**src/rtl/tppe_join_scheduler.sv**
```systemverilog
// TPPE inner-join pass sequencer: spike window gating, weight fetch/issue walk, pipeline drain.
// Optional stall counter enabled by defining TPPE_SCHED_PERF_EN.
module tppe_join_scheduler #(
  parameter int T_WINDOW        = 16,
  parameter int PARALLEL_FACTOR = 4,
  parameter int NEURON_ID_W     = 4,
  parameter int COL_ID_W        = 4,
  parameter int NUM_NEURONS     = 16,
  parameter int NUM_COLS        = 16,
  parameter int PIPE_LAT        = 2
) (
  input  logic                   clk,
  input  logic                   rst,
  input  logic                   start,
  input  logic                   abort,
  input  logic                   spike_vld,
  output logic                   shift_en,
  output logic                   wt_req,
  input  logic                   wt_ack,
  input  logic                   join_ready,
  output logic                   enable,
  output logic                   weight_valid,
  output logic [NEURON_ID_W-1:0] neuron_id,
  output logic [COL_ID_W-1:0]    col_base,
  output logic                   busy,
  output logic                   done,
  output logic [15:0]            stall_cnt
);
  localparam int CNT_W = $clog2(T_WINDOW) + 1;

  typedef enum logic [2:0] {IDLE, COLLECT, FETCH, ISSUE, DRAIN} state_t;
  state_t state, state_nxt;

  logic [CNT_W-1:0]       smp_cnt;
  logic [COL_ID_W:0]      col_nxt;
  logic [NEURON_ID_W:0]   nrn_nxt;
  logic                   row_end, last_grp, issue, last_smp, start_pass;
  logic [PIPE_LAT-1:0]    vld_pipe;

  // One extra bit so NUM_COLS == 2**COL_ID_W compares without wrapping to 0.
  assign col_nxt    = {1'b0, col_base} + (COL_ID_W+1)'(PARALLEL_FACTOR);
  assign nrn_nxt    = {1'b0, neuron_id} + (NEURON_ID_W+1)'(1);
  assign row_end    = (col_nxt == (COL_ID_W+1)'(NUM_COLS));
  assign last_grp   = row_end && (nrn_nxt == (NEURON_ID_W+1)'(NUM_NEURONS));
  assign issue      = (state == ISSUE) && join_ready && !abort;
  assign last_smp   = (state == COLLECT) && spike_vld && (smp_cnt == CNT_W'(T_WINDOW-1));
  assign start_pass = (state == IDLE) && start && !abort;

  always_ff @(posedge clk or posedge rst) begin
    if (rst) state <= IDLE;
    else     state <= state_nxt;
  end

  always_comb begin
    state_nxt = state;
    if (abort) state_nxt = IDLE;
    else begin
      case (state)
        IDLE:    if (start)      state_nxt = COLLECT;
        COLLECT: if (last_smp)   state_nxt = FETCH;
        FETCH:   if (wt_ack)     state_nxt = ISSUE;
        ISSUE:   if (join_ready) state_nxt = last_grp ? DRAIN : FETCH;
        DRAIN:   if (vld_pipe[PIPE_LAT-1]) state_nxt = IDLE;
        default: state_nxt = IDLE;
      endcase
    end
  end

  always_comb begin
    shift_en     = 1'b0;
    wt_req       = 1'b0;
    enable       = 1'b0;
    weight_valid = 1'b0;
    busy         = (state != IDLE);
    done         = 1'b0;
    case (state)
      COLLECT: shift_en = spike_vld;
      FETCH:   begin wt_req = 1'b1; enable = 1'b1; end
      ISSUE:   begin enable = 1'b1; weight_valid = issue; end
      DRAIN:   begin enable = 1'b1; done = vld_pipe[PIPE_LAT-1] && !abort; end
      default: ;
    endcase
  end

  // vld_pipe tracks the final strobe through the join latency; its tail ends the drain.
  always_ff @(posedge clk or posedge rst) begin
    if (rst) begin
      smp_cnt   <= '0;
      neuron_id <= '0;
      col_base  <= '0;
      vld_pipe  <= '0;
    end else if (state_nxt == IDLE) begin
      smp_cnt   <= '0;
      neuron_id <= '0;
      col_base  <= '0;
      vld_pipe  <= '0;
    end else begin
      if (state == COLLECT && spike_vld) smp_cnt <= smp_cnt + CNT_W'(1);
      if (issue) begin
        col_base <= row_end ? '0 : col_nxt[COL_ID_W-1:0];
        if (row_end) neuron_id <= nrn_nxt[NEURON_ID_W-1:0];
      end
      vld_pipe <= (vld_pipe << 1) | PIPE_LAT'(issue && last_grp);
    end
  end

`ifdef TPPE_SCHED_PERF_EN
  logic [15:0] stall_q;
  always_ff @(posedge clk or posedge rst) begin
    if (rst)                                                     stall_q <= '0;
    else if (start_pass)                                         stall_q <= '0;
    else if (state == ISSUE && !join_ready && stall_q != 16'hFFFF) stall_q <= stall_q + 16'd1;
  end
  assign stall_cnt = stall_q;
`else
  assign stall_cnt = 16'h0000;
`endif

endmodule

```
**config.mk**
```make
export PLATFORM = sky130hd
export DESIGN_NAME = tppe_join_scheduler
export DESIGN_NICKNAME = d
export VERILOG_FILES = /design/src/rtl/tppe_join_scheduler.sv
export SDC_FILE = /design/constraint.sdc
export NUM_CORES = 1
export LEC_CHECK = 0
export BUFFER_PORTS_ARGS = -buffer_cell sky130_fd_sc_hd__buf_4
export CAP_MARGIN = 25
export CORE_MARGIN = 4
export CORE_UTILIZATION = 52
export CTS_BUF_LIST = sky130_fd_sc_hd__clkbuf_4
export DETAILED_ROUTE_END_ITERATION = 10
export PLACE_DENSITY = 0.91
export SYNTH_ARGS = -nofsm -noshare
export SYNTH_HDL_FRONTEND = slang
export SYNTH_SLANG_ARGS = --single-unit
```
**constraint.sdc**
```tcl
create_clock -name clk -period 2.51 [get_ports clk]
set_input_delay 0.251 -clock clk [delete_from_list [all_inputs] [get_ports clk]]
set_output_delay 0.251 -clock clk [all_outputs]
set_load 0.01 [all_outputs]
```
-- Word level (Yosys, flattened, before mapping)
Index checks and enable logic that the tools add are counted.
- $add $sub $neg: 3
- equality and inequality tests: 7
- muxes and demuxes: 22
- bitwise operators: 1
- reductions and logical operators: 16
- operators with widths (operator ; count):
    $mux 4 ; 6
    $mux 3 ; 7
    $pmux 3 s5 ; 1
    $eq 5x5->1 const B ; 2
    $mux 5 ; 2
    $logic_and 1x1->1 ; 7
    $eq 3x2->1 const B ; 2
    $logic_not 3->1 ; 2
    $reduce_bool 2->1 ; 3
    $add 4x1->5 const B ; 1
    $add 4x3->5 const B ; 1
    $add 5x1->5 const B ; 1
    $eq 5x4->1 const B ; 1
    $mux 1 ; 5
    $eq 3x1->1 const B ; 1
    $eq 3x3->1 const B ; 1
    $reduce_bool 3->1 ; 1
    $reduce_or 3->1 ; 1
    $mux 2 ; 1
    $or 2x1->2 ; 1
    $reduce_and 2->1 ; 1
    $logic_not 1->1 ; 1
- flip-flop bits (word level): 18
- output and inout bits: 30

-- Depth between registers and ports, before layout
- depth after elaboration: 10
- depth in mapped cells: 8
- depth with buffers taken out: 7

-- Worst setup path after synthesis
OpenSTA, ideal clock, no wires.
- path type: register to register
- start point: reg smp_cnt[0]
- end point: reg neuron_id[0]
- arrival: 1730 ps
- setup slack: 648 ps
- stages on the path, launching flop included: 9
- buffers on the path: 1
- period minus slack after synthesis: 1862 ps
- cell sequence: dfrtp_1 ha_1 and3_1 ha_1 nand3b_4 nor4b_4 a2bb2oi_2 buf_6 a21oi_2
- word-level cells in the longest chain between the ends: 8
- ends and longest elaborated chain (what ; line ; text):
    from (decl) ; 34 ; logic [CNT_W-1:0] smp_cnt;
    from (signal assigned) ; 98 ; if (state == COLLECT && spike_vld) smp_cnt <= smp_cnt + CNT_W'(1);
    $eq 5x4->1 * ; 46 ; assign last_smp = (state == COLLECT) && spike_vld && (smp_cnt == CNT_W'(T_WINDOW-1));
    $logic_and 1x1->1 * ; 46 ;
    $mux 3 * ; 60 ; COLLECT: if (last_smp) state_nxt = FETCH;
    $pmux 3 s5 * ; 58 ; case (state)
    $mux 3 * ; 56 ; if (abort) state_nxt = IDLE;
    $logic_not 3->1 * ; 92 ; end else if (state_nxt == IDLE) begin
    $reduce_bool 2->1 (no line) ; -- ;
    $reduce_and 2->1 (no line) ; -- ;
    to (signal assigned) ; 101 ; if (row_end) neuron_id <= nrn_nxt[NEURON_ID_W-1:0];
    to (decl) ; 23 ; output logic [NEURON_ID_W-1:0] neuron_id,
Every way passes the cells marked *; elsewhere a longest branch is shown, timed or not.
A chain may end at the register's enable or synchronous reset.

-- Worst setup path in the final report
Ends and elaborated chain as after synthesis.

==> impl_metrics.ini <==
[timing]
layout_min_cycle_time_ns = 2.27
rsz0062_at_grt = no
finalCritPeriodShare_pct = 90.5
timing.slew.headroom_pct = 58.6
setup_slack_ns = 0.239
timing.clock.skew_ns = 0.00431
timing.final.max_slew_violations = 0
final_number_of_hold_violating_endpoints = 0
timing.fmax_mhz = 440
finalSetupViolations = 0
timing_worst_slew_pin_value_ns = 0.621
final.setup.tns_ns = 0

[route]
detail_route.iter0.violations = 6
wirelength_um = 2010
drc_errors = 0
dr.pass1.iters = 4
post_drt_wl_per_cell_um = 12.9
routed-via-count = 768
ant_nets = 0
route.detailed.vias_per_inst = 4.95

[floorplanning]
start_util_pct = 57.4
pin_count = 37
die_height_um = 55.5
die_x_um = 55.5
placementRows = 16
core-area_mm2 = 0.00204
die-area_mm2 = 0.00308

[worst_setup_path]
crit_buf_inv = 1
crit_start = smp_cnt[0]
worst_r2r_startpoint = smp_cnt[0]
library_cell_contributing_the_largest_single_delay_on_the_critical_path = sky130_fd_sc_hd__a2bb2oi_2
r2r.worst_path.cells = 8
critical_path_depth = 8
timing.critical_path.to = neuron_id[0]
worstSetupStartpointType = register
critical-path-max-stage-delay_ns = 0.44
critical_path.endpoint_type = register
r2r_slack_ns = 0.24
crit_path_frequent_cell = sky130_fd_sc_hd__ha_1
critical_path_required_ns = 2.69
timing.rr.end = neuron_id[0]
ordered_list_of_cells_on_the_worst_path = ha_1 > and3_1 > ha_1 > nand3b_4 > nor4b_4 > a2bb2oi_2 > buf_4 > a21oi_2
worst-endpoint-arrival_ns = 2.45
critical_path.max_fanout = 7
criticalPathCategory = reg2reg
worst_path_dominant_cell_family = simple AND/OR/NAND/NOR gates

[logic_synthesis]
ys_seq_area_share_pct = 34.2
yosys_register_bits = 16
synth_area_mm2 = 0.00117
synth_enable_flop_cells = 0
syn-mean-instance-area_um2 = 10.5
netlist_top_cells_count = sky130_fd_sc_hd__buf_4 (20), sky130_fd_sc_hd__dfrtp_1 (16), sky130_fd_sc_hd__a21oi_2 (10)
synthDominantCellAreaShare_pct = 34.2
postSynth.topFlopCell = sky130_fd_sc_hd__dfrtp_1
synthTopCellsByArea = sky130_fd_sc_hd__dfrtp_1 (34%), sky130_fd_sc_hd__buf_4 (13%), sky130_fd_sc_hd__a21oi_2 (7.5%)
yosysTopAreaCell = sky130_fd_sc_hd__dfrtp_1
netlist-cell-type-count = 36
async_reset_ff_share_pct = 100
syn-instance-count = 112
synth-warning-count = 0
yosys.cell_count.top_type = sky130_fd_sc_hd__buf_4

[power]
ir_worst_vdd_uv = 331
cellPowerDensity_mw_per_mm2 = 374
power_w = 0.000466
leakage_nw = 0.616

[clock_tree]
cts.repair.resized = 0
cts-hold-fix-buffers = 0
cts_tree = yes
cts_root_buf = sky130_fd_sc_hd__clkbuf_4
clock_buffer_depth = 2
cts-buffers-inserted = 3
cts_max_level = 1
clock-sinks = 16
clock_latency_ns = 0.29
clk_transition_reported_paths_ns = 0.09
setup_buffers_after_cts = 0

[hold_path]
min_path_type = in2async

[cells_and_area]
antennaDiodeCount = 0
fillers = 181
instances_no_fill = 155
final_nets = 140
layout-drive-gt1-share_pct = 33.6
areaGrowthSynthToFinish_pct = 6.40
layout.cell_area.non_filler_mm2 = 0.00125

[run]
total_of_max_cap_violations = 0

[placed_design]
place.gp.congestion = 0.809
dp_hpwl_um = 1590
cell_count_after_placement = 151
postPlaceCellArea_mm2 = 0.00122
portBuffers = 18
pre_cts_slack_ns = 0.231

[grt]
grt.overflow.total = 0
busiest_layer = met2
grt_start_max_net_pins = 17
globalRouteMet3Util_pct = 4.43
met2_track_demand_over_resource_in_global_routing_pct = 22.6
number_of_antenna_violations_at_the_first_check_in_global_routing = 0
global_route_wire_length_before_repair_um = 3440
grt_use_met1_pct = 16.6
first_global_vias = 741
grt_use_total_pct = 13.9

[outcome]
run_status = finished, final reports clean
-- worst register-to-register path, stage by stage (launching register included) --
cell	delay (ns)
sky130_fd_sc_hd__dfrtp_1	0.42
sky130_fd_sc_hd__ha_1	0.22
sky130_fd_sc_hd__and3_1	0.18
sky130_fd_sc_hd__ha_1	0.23
sky130_fd_sc_hd__nand3b_4	0.10
sky130_fd_sc_hd__nor4b_4	0.23
sky130_fd_sc_hd__a2bb2oi_2	0.44
sky130_fd_sc_hd__buf_4	0.27
sky130_fd_sc_hd__a21oi_2	0.07
-- cell type report --
type | instances | area (um2) | area share (%)
inverter | 5 | 18.8 | 1.50
sequential | 16 | 400 | 32.1
tap | 27 | 33.8 | 2.71
clock inverter | 1 | 3.75 | 0.301
multi-input combinational | 83 | 618 | 49.5
clock buffer | 3 | 22.5 | 1.81
timing repair buffer | 20 | 150 | 12.0
-- layout by cell type, fill, tap and decap left out, types with 3 or more instances in the layout --
cell type,n
sky130_fd_sc_hd__a21oi_2,10
sky130_fd_sc_hd__buf_4,20
sky130_fd_sc_hd__clkbuf_4,3
sky130_fd_sc_hd__conb_1,18
sky130_fd_sc_hd__dfrtp_1,16
sky130_fd_sc_hd__ha_1,4
sky130_fd_sc_hd__inv_1,5
sky130_fd_sc_hd__mux2i_1,4
sky130_fd_sc_hd__nand2_1,5
sky130_fd_sc_hd__nor2_1,7
sky130_fd_sc_hd__nor4_1,4
sky130_fd_sc_hd__xnor2_1,4
-- state kept, by name, indices dropped and copies added, names as in the netlist --
name	count
col_base	2
vld_pipe	2
state	3
neuron_id	4
smp_cnt	5
-- worst min path at each step --
stage                     from           end
final                      rst  neuron_id[3]
after global routing       rst    smp_cnt[3]
after CTS                  rst  neuron_id[0]
after detailed placement   rst   col_base[3]
after global placement     rst  neuron_id[0]
after floorplan            rst   col_base[2]
-- layer usage --
| layer | wire length [um] | part of all wire [%] |
|---|---|---|
| met5 | 0 | 0 |
| met4 | 29 | 1.4 |
| met3 | 159 | 7.9 |
| met2 | 987 | 49 |
| met1 | 830 | 41 |
-- stage by stage --
stage | utilization, % | hold slack (ns)
floorplan | - | 0.165
CTS | 61.1 | 0.0451
detailed placement | 59.8 | 0.370
finish | 61.1 | 0.0291
global route | 61.1 | 0.0669
global placement | 59.8 | 0.348
-- where the power goes --
part	switching [W]	total (W)	internal (W)
combinational	0.0000408	0.0000608	0.0000199
clock	0.0000830	0.000141	0.0000579
sequential	0.00000441	0.000264	0.000260
-- cells by family after synthesis --
| kind of cell | Yosys count | synth area share, % |
|---|---|---|
| muxes | 5 | 4.38 |
| adders and majority gates | 4 | 4.27 |
| buffers and inverters | 30 | 18.6 |
| other | 1 | 0.320 |
| and+or+nand+nor | 33 | 20.7 |
| xor gates and xnor gates | 6 | 4.48 |
| DFF | 16 | 34.2 |
| AOI/OAI and AO/OA | 17 | 13.1 |
(Power assumes the default switching activity.)
